**src/rtl/ram_pkg.sv**
```systemverilog
// Shared types and helpers for the single-port RAM with clear engine.
// Parity storage is enabled by defining RAM_PARITY_EN.
package ram_pkg;

    typedef enum logic {
        CLEAR = 1'b0,
        IDLE  = 1'b1
    } state_t;

    localparam int unsigned RD_LATENCY   = 1;
    localparam int unsigned PARITY_MAX_W = 64;

    // Even parity; callers zero-extend, which leaves the result unchanged.
    function automatic logic parity(input logic [PARITY_MAX_W-1:0] data);
        return ^data;
    endfunction

endpackage

```
**src/rtl/ram_sp_array.sv**
```systemverilog
// Storage array: one write port and a registered read port with valid pulse.
// With RAM_PARITY_EN defined each word carries an extra even-parity bit.
module ram_sp_array
    import ram_pkg::*;
#(
    parameter int unsigned DATA_W = 4,
    parameter int unsigned ADDR_W = 3
) (
    input  logic              clk,
    input  logic              rst_n,
    input  logic              write_en,
    input  logic              read_en,
    input  logic [ADDR_W-1:0] addr,
    input  logic [DATA_W-1:0] write_data,
    input  logic              inject_err,
    output logic [DATA_W-1:0] read_data,
    output logic              read_valid,
    output logic              parity_err
);

    localparam int unsigned DEPTH = 2 ** ADDR_W;

`ifdef RAM_PARITY_EN
    localparam int unsigned WORD_W = DATA_W + 1;
`else
    localparam int unsigned WORD_W = DATA_W;
`endif

    logic [WORD_W-1:0] mem [DEPTH];
    logic [WORD_W-1:0] write_word;
    logic [WORD_W-1:0] read_word;
    logic              read_perr;

`ifdef RAM_PARITY_EN
    assign write_word = {parity(PARITY_MAX_W'(write_data)) ^ inject_err, write_data};
    assign read_perr  = read_word[DATA_W] != parity(PARITY_MAX_W'(read_word[DATA_W-1:0]));
`else
    logic unused_inject_err;
    assign unused_inject_err = inject_err;
    assign write_word        = write_data;
    assign read_perr         = 1'b0;
`endif

    assign read_word = mem[addr];

    // Memory contents are never reset; the clear engine initialises them.
    always_ff @(posedge clk) begin
        if (write_en) begin
            mem[addr] <= write_word;
        end
    end

    always_ff @(posedge clk) begin
        if (!rst_n) begin
            read_data  <= '0;
            read_valid <= 1'b0;
            parity_err <= 1'b0;
        end else begin
            read_valid <= read_en;
            if (read_en) begin
                read_data  <= read_word[DATA_W-1:0];
                parity_err <= read_perr;
            end
        end
    end

endmodule

```
**src/rtl/ram_sp_clr.sv**
```systemverilog
// Single-port RAM with valid/ready requests, 1-cycle reads and a clear engine.
// Optional parity storage and checking under RAM_PARITY_EN.
module ram_sp_clr
    import ram_pkg::*;
#(
    parameter int unsigned       DATA_W   = 4,
    parameter int unsigned       ADDR_W   = 3,
    parameter logic [DATA_W-1:0] INIT_VAL = '0
) (
    input  logic              i_clk,
    input  logic              i_rst_n,
    input  logic              i_req,
    output logic              o_ready,
    input  logic              i_write_en,
    input  logic [ADDR_W-1:0] i_addr,
    input  logic [DATA_W-1:0] i_write_data,
    input  logic              i_clear,
    input  logic              i_inject_err,
    output logic [DATA_W-1:0] o_read_data,
    output logic              o_read_valid,
    output logic              o_busy,
    output logic              o_parity_err
);

    localparam int unsigned DEPTH = 2 ** ADDR_W;
    localparam logic [ADDR_W-1:0] LAST_ADDR = ADDR_W'(DEPTH - 1);

    state_t            state;
    logic [ADDR_W-1:0] clr_addr;
    logic              clearing;
    logic              accept;
    logic              arr_we;
    logic              arr_re;
    logic [ADDR_W-1:0] arr_addr;
    logic [DATA_W-1:0] arr_wdata;
    logic              arr_inject;

    assign o_ready = (state == IDLE);
    assign o_busy  = (state == CLEAR);

    // Nothing touches the array while reset is held.
    assign clearing = (state == CLEAR) && i_rst_n;
    assign accept   = i_req && (state == IDLE) && i_rst_n;

    assign arr_we     = clearing || (accept && i_write_en);
    assign arr_re     = accept && !i_write_en;
    assign arr_addr   = clearing ? clr_addr : i_addr;
    assign arr_wdata  = clearing ? INIT_VAL : i_write_data;
    assign arr_inject = !clearing && i_inject_err;

    // Clear engine walks every address once, then hands over to IDLE.
    always_ff @(posedge i_clk) begin
        if (!i_rst_n) begin
            state    <= CLEAR;
            clr_addr <= '0;
        end else begin
            case (state)
                CLEAR: begin
                    if (clr_addr == LAST_ADDR) begin
                        state    <= IDLE;
                        clr_addr <= '0;
                    end else begin
                        clr_addr <= clr_addr + ADDR_W'(1);
                    end
                end
                IDLE: begin
                    if (i_clear) begin
                        state <= CLEAR;
                    end
                end
                default: state <= CLEAR;
            endcase
        end
    end

    ram_sp_array #(
        .DATA_W (DATA_W),
        .ADDR_W (ADDR_W)
    ) u_array (
        .clk        (i_clk),
        .rst_n      (i_rst_n),
        .write_en   (arr_we),
        .read_en    (arr_re),
        .addr       (arr_addr),
        .write_data (arr_wdata),
        .inject_err (arr_inject),
        .read_data  (o_read_data),
        .read_valid (o_read_valid),
        .parity_err (o_parity_err)
    );

endmodule

```
**config.mk**
```make
export PLATFORM = sky130hd
export DESIGN_NAME = ram_sp_clr
export DESIGN_NICKNAME = d
export VERILOG_FILES = /design/src/rtl/ram_pkg.sv /design/src/rtl/ram_sp_array.sv /design/src/rtl/ram_sp_clr.sv
export SDC_FILE = /design/constraint.sdc
export NUM_CORES = 1
export LEC_CHECK = 0
export ABC_AREA = 1
export ABC_CLOCK_PERIOD_IN_PS = 1500
export BUFFER_PORTS_ARGS = -buffer_cell sky130_fd_sc_hd__buf_2
export CORE_ASPECT_RATIO = 0.7
export CORE_MARGIN = 5
export CORE_UTILIZATION = 48
export CTS_CLUSTER_DIAMETER = 50
export DETAILED_ROUTE_END_ITERATION = 8
export PLACE_DENSITY = 0.7
export REMOVE_ABC_BUFFERS = 1
export SLEW_MARGIN = 20
export SYNTH_ARGS = -nofsm -noshare
export SYNTH_HDL_FRONTEND = slang
export SYNTH_SLANG_ARGS = --single-unit
```
**constraint.sdc**
```tcl
create_clock -name i_clk -period 1.5 [get_ports i_clk]
set_input_delay 0 -clock i_clk [delete_from_list [all_inputs] [get_ports i_clk]]
set_output_delay 0 -clock i_clk [all_outputs]
set_load 0.005 [all_outputs]
```
==> results of run 1 <==
## stage by stage
| step | instance area, sq um | hold slack (ns) | utilization [%] | instances | TNS, ns |
|---|---|---|---|---|---|
| after floorplan | 1910 | 0.0981 | - | 208 | 0 |
| after global placement | 2240 | 0.191 | 57.1 | 296 | -1.29 |
| after detailed placement | 2240 | 0.191 | 57.1 | 296 | -2.56 |
| after CTS | 2370 | 0.00917 | 60.4 | 305 | 0 |
| after global routing | 2450 | 0.0445 | 62.5 | 307 | -0.0134 |
| final | 2450 | 0.0321 | 62.5 | 307 | 0 |
## repair_timing
item | 4_1_cts | 5_1_grt
endpoints found under the hold margin | 2 | 0
pin swaps | 0 | 6
gates cloned | 0 | 1
hold buffers | 2 | 0
setup buffers | 0 | 1
setup endpoints to repair | 41 | 51
resized for setup | 4 | 19
## power groups by stage
stage	Combinational (mW)	Clock (mW)	Sequential [mW]
after floorplan	0.184	0	1.30
after detailed placement	0.333	0	1.30
after global routing	0.404	0.944	1.28
final	0.365	0.863	1.28
after CTS	0.340	0.872	1.28
after global placement	0.327	0	1.30
## kinds of logic (layout without fill, tap and decap cells)
group | after synthesis | count (layout) | synth area share (%)
other | 1 | 1 | 0.192
adders and majority gates | 2 | 2 | 1.28
and+or+nand+nor | 106 | 106 | 25.8
AOI/OAI and AO/OA | 11 | 11 | 3.07
buffers and inverters | 51 | 94 | 11.3
DFF | 41 | 41 | 58.4
## path summary, 6_finish.rpt
check	startpoint	endpoint	slack (ns)	depth (start not counted)
setup / recovery	o_ready	u_array.mem[3][3]	0.07	8
hold / removal	i_rst_n	o_ready	0.03	3
setup reg to reg	o_ready	u_array.mem[3][3]	0.07	8
hold reg to reg	u_array.read_data[2]	u_array.read_data[2]	0.52	2
## sequential cells by signal, indices dropped and copies added, names as in the netlist
signal              flops
u_array.read_data       4
clr_addr                3
o_ready                 1
u_array.read_valid      1
u_array.mem            32
## layout by cell type, fill, tap and decap left out, drive strengths merged
cell and instances:
nand2 52, inv 48, buf 37, edfxtp 32
nor2 29, nand3 24, dfxtp 9, o21ai 9
clkbuf 5, a211oi 2, ha 2, dlygate4sd3 2
nand3b 1, conb 1, bufinv 1, clkinv 1
## area by class of cell
cell class / count / share of cell area, %
clock buffer: 5 / 2.81
clock inverter: 2 / 1.43
inverter: 47 / 7.51
multi-input combinational: 120 / 26.8
sequential: 41 / 46.7
tap: 52 / 2.66
timing repair buffer: 39 / 11.8
timing repair inverter: 1 / 0.255
## metal layers
layer  vias to the layer above  GRT usage [%]
li1                        744              -
met1                       670           21.6
met2                        37           21.5
met3                         5           6.38
met4                         0           4.09
met5                         -              0
## worst max-delay path: cells and delay by family, from the launching register on
family / cells / cell delay, ns
simple gates: 5 / 0.43
buf+inv: 3 / 0.30
flops: 1 / 0.39
==> results.yml, run 1 <==
status:
  outcome: "completed"
floorplanning:
  die_h_um: 63.4
  initial_core_util_pct: 49.8
  rows: 19
  ios: 21
  die-area_sq_mm: 0.00547
  die_w_um: 86.3
  core_region_area_sq_mm: 0.00392
power_and_ir_drop:
  p_leak_nw: 1.13
  powerDensity_mw_per_mm2: 1020
  p_int_mw: 1.89
  p_switching_uw: 609
  share_comb_of_total_power_pct: 14.6
  swShare_pct: 24.3
  power.total_mw: 2.50
  ir_drop_uv: 627
  power.share.clock_pct: 34.5
  p_seq_share_pct: 51.0
synth:
  ys_ff_latch: 41
  synth_commonest_cells: "inv_1, nand2_1, edfxtp_1"
  syn_area_sq_mm: 0.00195
  syn_avg_cell_area_sq_um: 9.22
  seq_area_frac_synth_pct: 58.4
  synth_area_leaders: "edfxtp_1, dfxtp_1, inv_1"
  netlist.area_leader.share_pct: 49.2
  async_flop_share_pct: 0
  yosysWarnings: 0
  synth_edf_count: 32
  post-synth-top-area-cell: "edfxtp_1"
  yosysMostFrequentCell: "inv_1"
  netlist_instances: 212
  yosys_most_used_dff: "edfxtp_1"
  synth_cell_types: 19
sta:
  finalHoldViolations: 0
  rsz0062_at_grt: "yes"
  fin_crit_sh_pct: 95.1
  fin_crit_ns: 1.43
  fmax_mhz: 701
  skew_ns: 0.0117
  slew_viol_final: 0
  setup_violations: 0
  worst_slack_ns: 0.0739
detailed_routing:
  met2_wirelength_mm: 1.77
  drt_iter0_markers: 85
  drt-met1-wl_mm: 1.85
  avgViaCountPerCell: 4.74
  routed_wl_mm: 3.91
  wl_per_cell_um: 12.7
  vias: 1456
  wl_met3_um: 263
  dr.pass1.iters: 4
  drc: 0
  ant_nets: 0
  routed.top_layer: "met4"
hold_path:
  hold_class: "in2reg"
worst_setup_path:
  cp_max_fo: 8
  start_kind: "flop"
  max_stage_delay_ns: 0.39
  cp_slowest_cell: "dfxtp_4"
  arrival_ns: 1.44
  worstSetupPathType: "reg2reg"
  end_kind: "flop"
  crit_chain: "inv_8, nand2_8, nand2_2, nand2_4, nor2_4, inv_1, nor2_1, buf_4"
  critPathRequiredTime_ns: 1.52
place:
  gp_congestion: 0.825
  portBuffers: 18
  post-place-ws_ns: -0.131
  dp_hpwl_mm: 2.78
global_routing:
  grt_overflow: 0
  grt_pass1_wl_mm: 6.11
  antenna_found_initial: 0
  grtUsageTotal_pct: 15.3
  grt_max_degree: 17
  grt_pass1_vias: 1244
finish:
  area.growth.synth_to_final_pct: 25.4
  drive_gt1_share_pct: 29.0
  nets: 270
  n_fill_cell: 336
  seq_area_sq_mm: 0.00114
  diodes: 0
  multiInputGateArea_sq_um: 656
clock_network:
  cts_buffers: 5
  insertion_delay_ns: 0.30
  cts_tree: "done"
  cts.htree.levels: 2
  cts_buffer_depth: 2
  cts-root-buf: "clkbuf_8"
  clkTransAtPathRegs_ns: 0.08
  cts.sinks: 41
job:
  drv_cap: 0
Power figures use the tool's default switching activity.
==> run 2, diff against run 1 <==
--- a/config.mk
+++ b/config.mk
@@ -8,12 +8,14 @@
 export ABC_AREA = 1
 export ABC_CLOCK_PERIOD_IN_PS = 1500
 export BUFFER_PORTS_ARGS = -buffer_cell sky130_fd_sc_hd__buf_2
+export CELL_PAD_IN_SITES_DETAIL_PLACEMENT = 2
+export CELL_PAD_IN_SITES_GLOBAL_PLACEMENT = 2
 export CORE_ASPECT_RATIO = 0.7
 export CORE_MARGIN = 5
-export CORE_UTILIZATION = 48
+export CORE_UTILIZATION = 32
 export CTS_CLUSTER_DIAMETER = 50
 export DETAILED_ROUTE_END_ITERATION = 8
-export PLACE_DENSITY = 0.7
+export PLACE_DENSITY_LB_ADDON = 0.1
 export REMOVE_ABC_BUFFERS = 1
 export SLEW_MARGIN = 20
 export SYNTH_ARGS = -nofsm -noshare
==> results.yml, run 2 (same netlist as run 1, synthesis figures left out) <==
place:
  post-place-ws_ns: -0.160
  portBuffers: 18
  gp_congestion: 0.757
  dp_hpwl_mm: 4.42
sta:
  slew_viol_final: 0
  hold-worst-slack_ns: 0.103
  fmax_mhz: 649
  finalHoldViolations: 0
  fin_setup_tns_ns: -0.230
  setup_violations: 16
  rsz0062_at_grt: "yes"
  skew_ns: 0.00657
  fin_crit_ns: 1.54
  fin_crit_sh_pct: 103
  worst_slack_ns: -0.0402
detailed_routing:
  ant_nets: 0
  wl_per_cell_um: 19.1
  drc: 0
  avgViaCountPerCell: 4.71
  routed.top_layer: "met4"
  drt_iter0_markers: 64
  wl_met3_um: 177
  vias: 1573
  met2_wirelength_mm: 3.34
  dr.pass1.iters: 4
  routed_wl_mm: 6.37
  drt-met1-wl_mm: 2.73
global_routing:
  grt_pass1_wl_mm: 9.43
  grtUsageTotal_pct: 16.8
  grt_overflow: 0
  antenna_found_initial: 0
  grt_max_degree: 14
  grt_pass1_vias: 1744
clock_network:
  insertion_delay_ns: 0.30
  cts-root-buf: "clkbuf_8"
  cts_buffer_depth: 2
  cts_buffers: 5
  cts.sinks: 41
  cts.htree.levels: 2
  clkTransAtPathRegs_ns: 0.08
  cts_tree: "done"
finish:
  regMostFlops: "u_array.mem"
  n_fill_cell: 635
  layout_common_cells: "inv_1, nand2_1, edfxtp_1"
  drive_gt1_share_pct: 38.6
  layout_commonest_cell: "inv_1"
  nets: 273
  area.growth.synth_to_final_pct: 35.0
  diodes: 0
  top_regs: "u_array.mem (32), u_array.read_data (4), clr_addr (3)"
  largest_reg_flops: 32
power_and_ir_drop:
  powerDensity_mw_per_mm2: 941
  power.total_mw: 2.48
  p_leak_nw: 1.18
  ir_drop_uv: 636
floorplanning:
  die-area_sq_mm: 0.00780
  ios: 21
  die_h_um: 75.4
  rows: 23
  die_w_um: 103
  initial_core_util_pct: 33.6
  core_region_area_sq_mm: 0.00581
worst_setup_path:
  critPathRequiredTime_ns: 1.52
  start_kind: "flop"
  end_kind: "flop"
  worstSetupPathType: "reg2reg"
  arrival_ns: 1.56
  cp_max_fo: 8
hold_path:
  hold_class: "in2reg"
job:
  drv_cap: 0
status:
  violations: "negative setup slack"
  outcome: "finished with violations"
run 2: cell count changes in the layout (fill, tap and decap cells not counted), moves of 4 or more:
| cell | change |
|---|---|
| nand3_1 | -8 |
| nand3_2 | +8 |
| nor2_1 | -8 |
| nor2_2 | +6 |
| nand2_4 | +5 |
| nand2_2 | -4 |
run 2: layout make-up:
cell class | instances | area (sq um) | area share (%)
well taps | 75 | 93.8 | 3.56
repair inverters | 1 | 7.51 | 0.285
inverters | 47 | 181 | 6.88
multi-input cells | 120 | 773 | 29.3
repair buffers | 42 | 349 | 13.2
clock inverters | 3 | 17.5 | 0.664
flip-flops and latches | 41 | 1150 | 43.5
clock buffers | 5 | 68.8 | 2.61
run 2: stage by stage:
step                util [%]  instances  area [sq um]
finish                  45.4        334          2640
global route            45.4        334          2640
CTS                     42.4        331          2460
detailed placement      39.1        318          2270
global placement        39.1        318          2270
floorplan                  -        208          1910
run 2: timing repair:
action | in CTS | in global routing
endpoints found under the setup margin | 68 | 40
gates resized for setup | 17 | 40
pin swaps | 5 | 11
gates cloned | 1 | 0
buffers inserted | 2 | 3
hold endpoints to repair | 2 | 0
hold buffers | 2 | 0
run 2: routing by layer:
metal  vias up  global-route usage [%]
met1       784                    21.8
met2        23                    29.1
met3        12                    3.02
met5         -                       0
met4         0                    4.60
li1        754                       -
run 2: path summary, 6_finish.rpt:
check              start                   end  slack, ns  cells after the start
max              o_ready     u_array.mem[3][1]      -0.04                      8
min              i_rst_n  u_array.read_data[1]       0.10                      3
max reg2reg      o_ready     u_array.mem[3][1]      -0.04                      8
min reg2reg  clr_addr[0]           clr_addr[0]       0.52                      1
run 2: where the power goes:
group          leakage, nW  switching, mW  internal [mW]
logic                0.769          0.290          0.183
registers            0.370         0.0176           1.26
clock network       0.0455          0.406          0.322
total                 1.18          0.713           1.77
run 2: worst max-delay path, stage by stage, from the launching register on:
cell,delay (ns)
dfxtp_4,0.39
inv_6,0.10
nand2_8,0.11
nand2_4,0.10
nand2_4,0.07
nor2_4,0.16
inv_2,0.08
nor2_2,0.11
buf_4,0.14
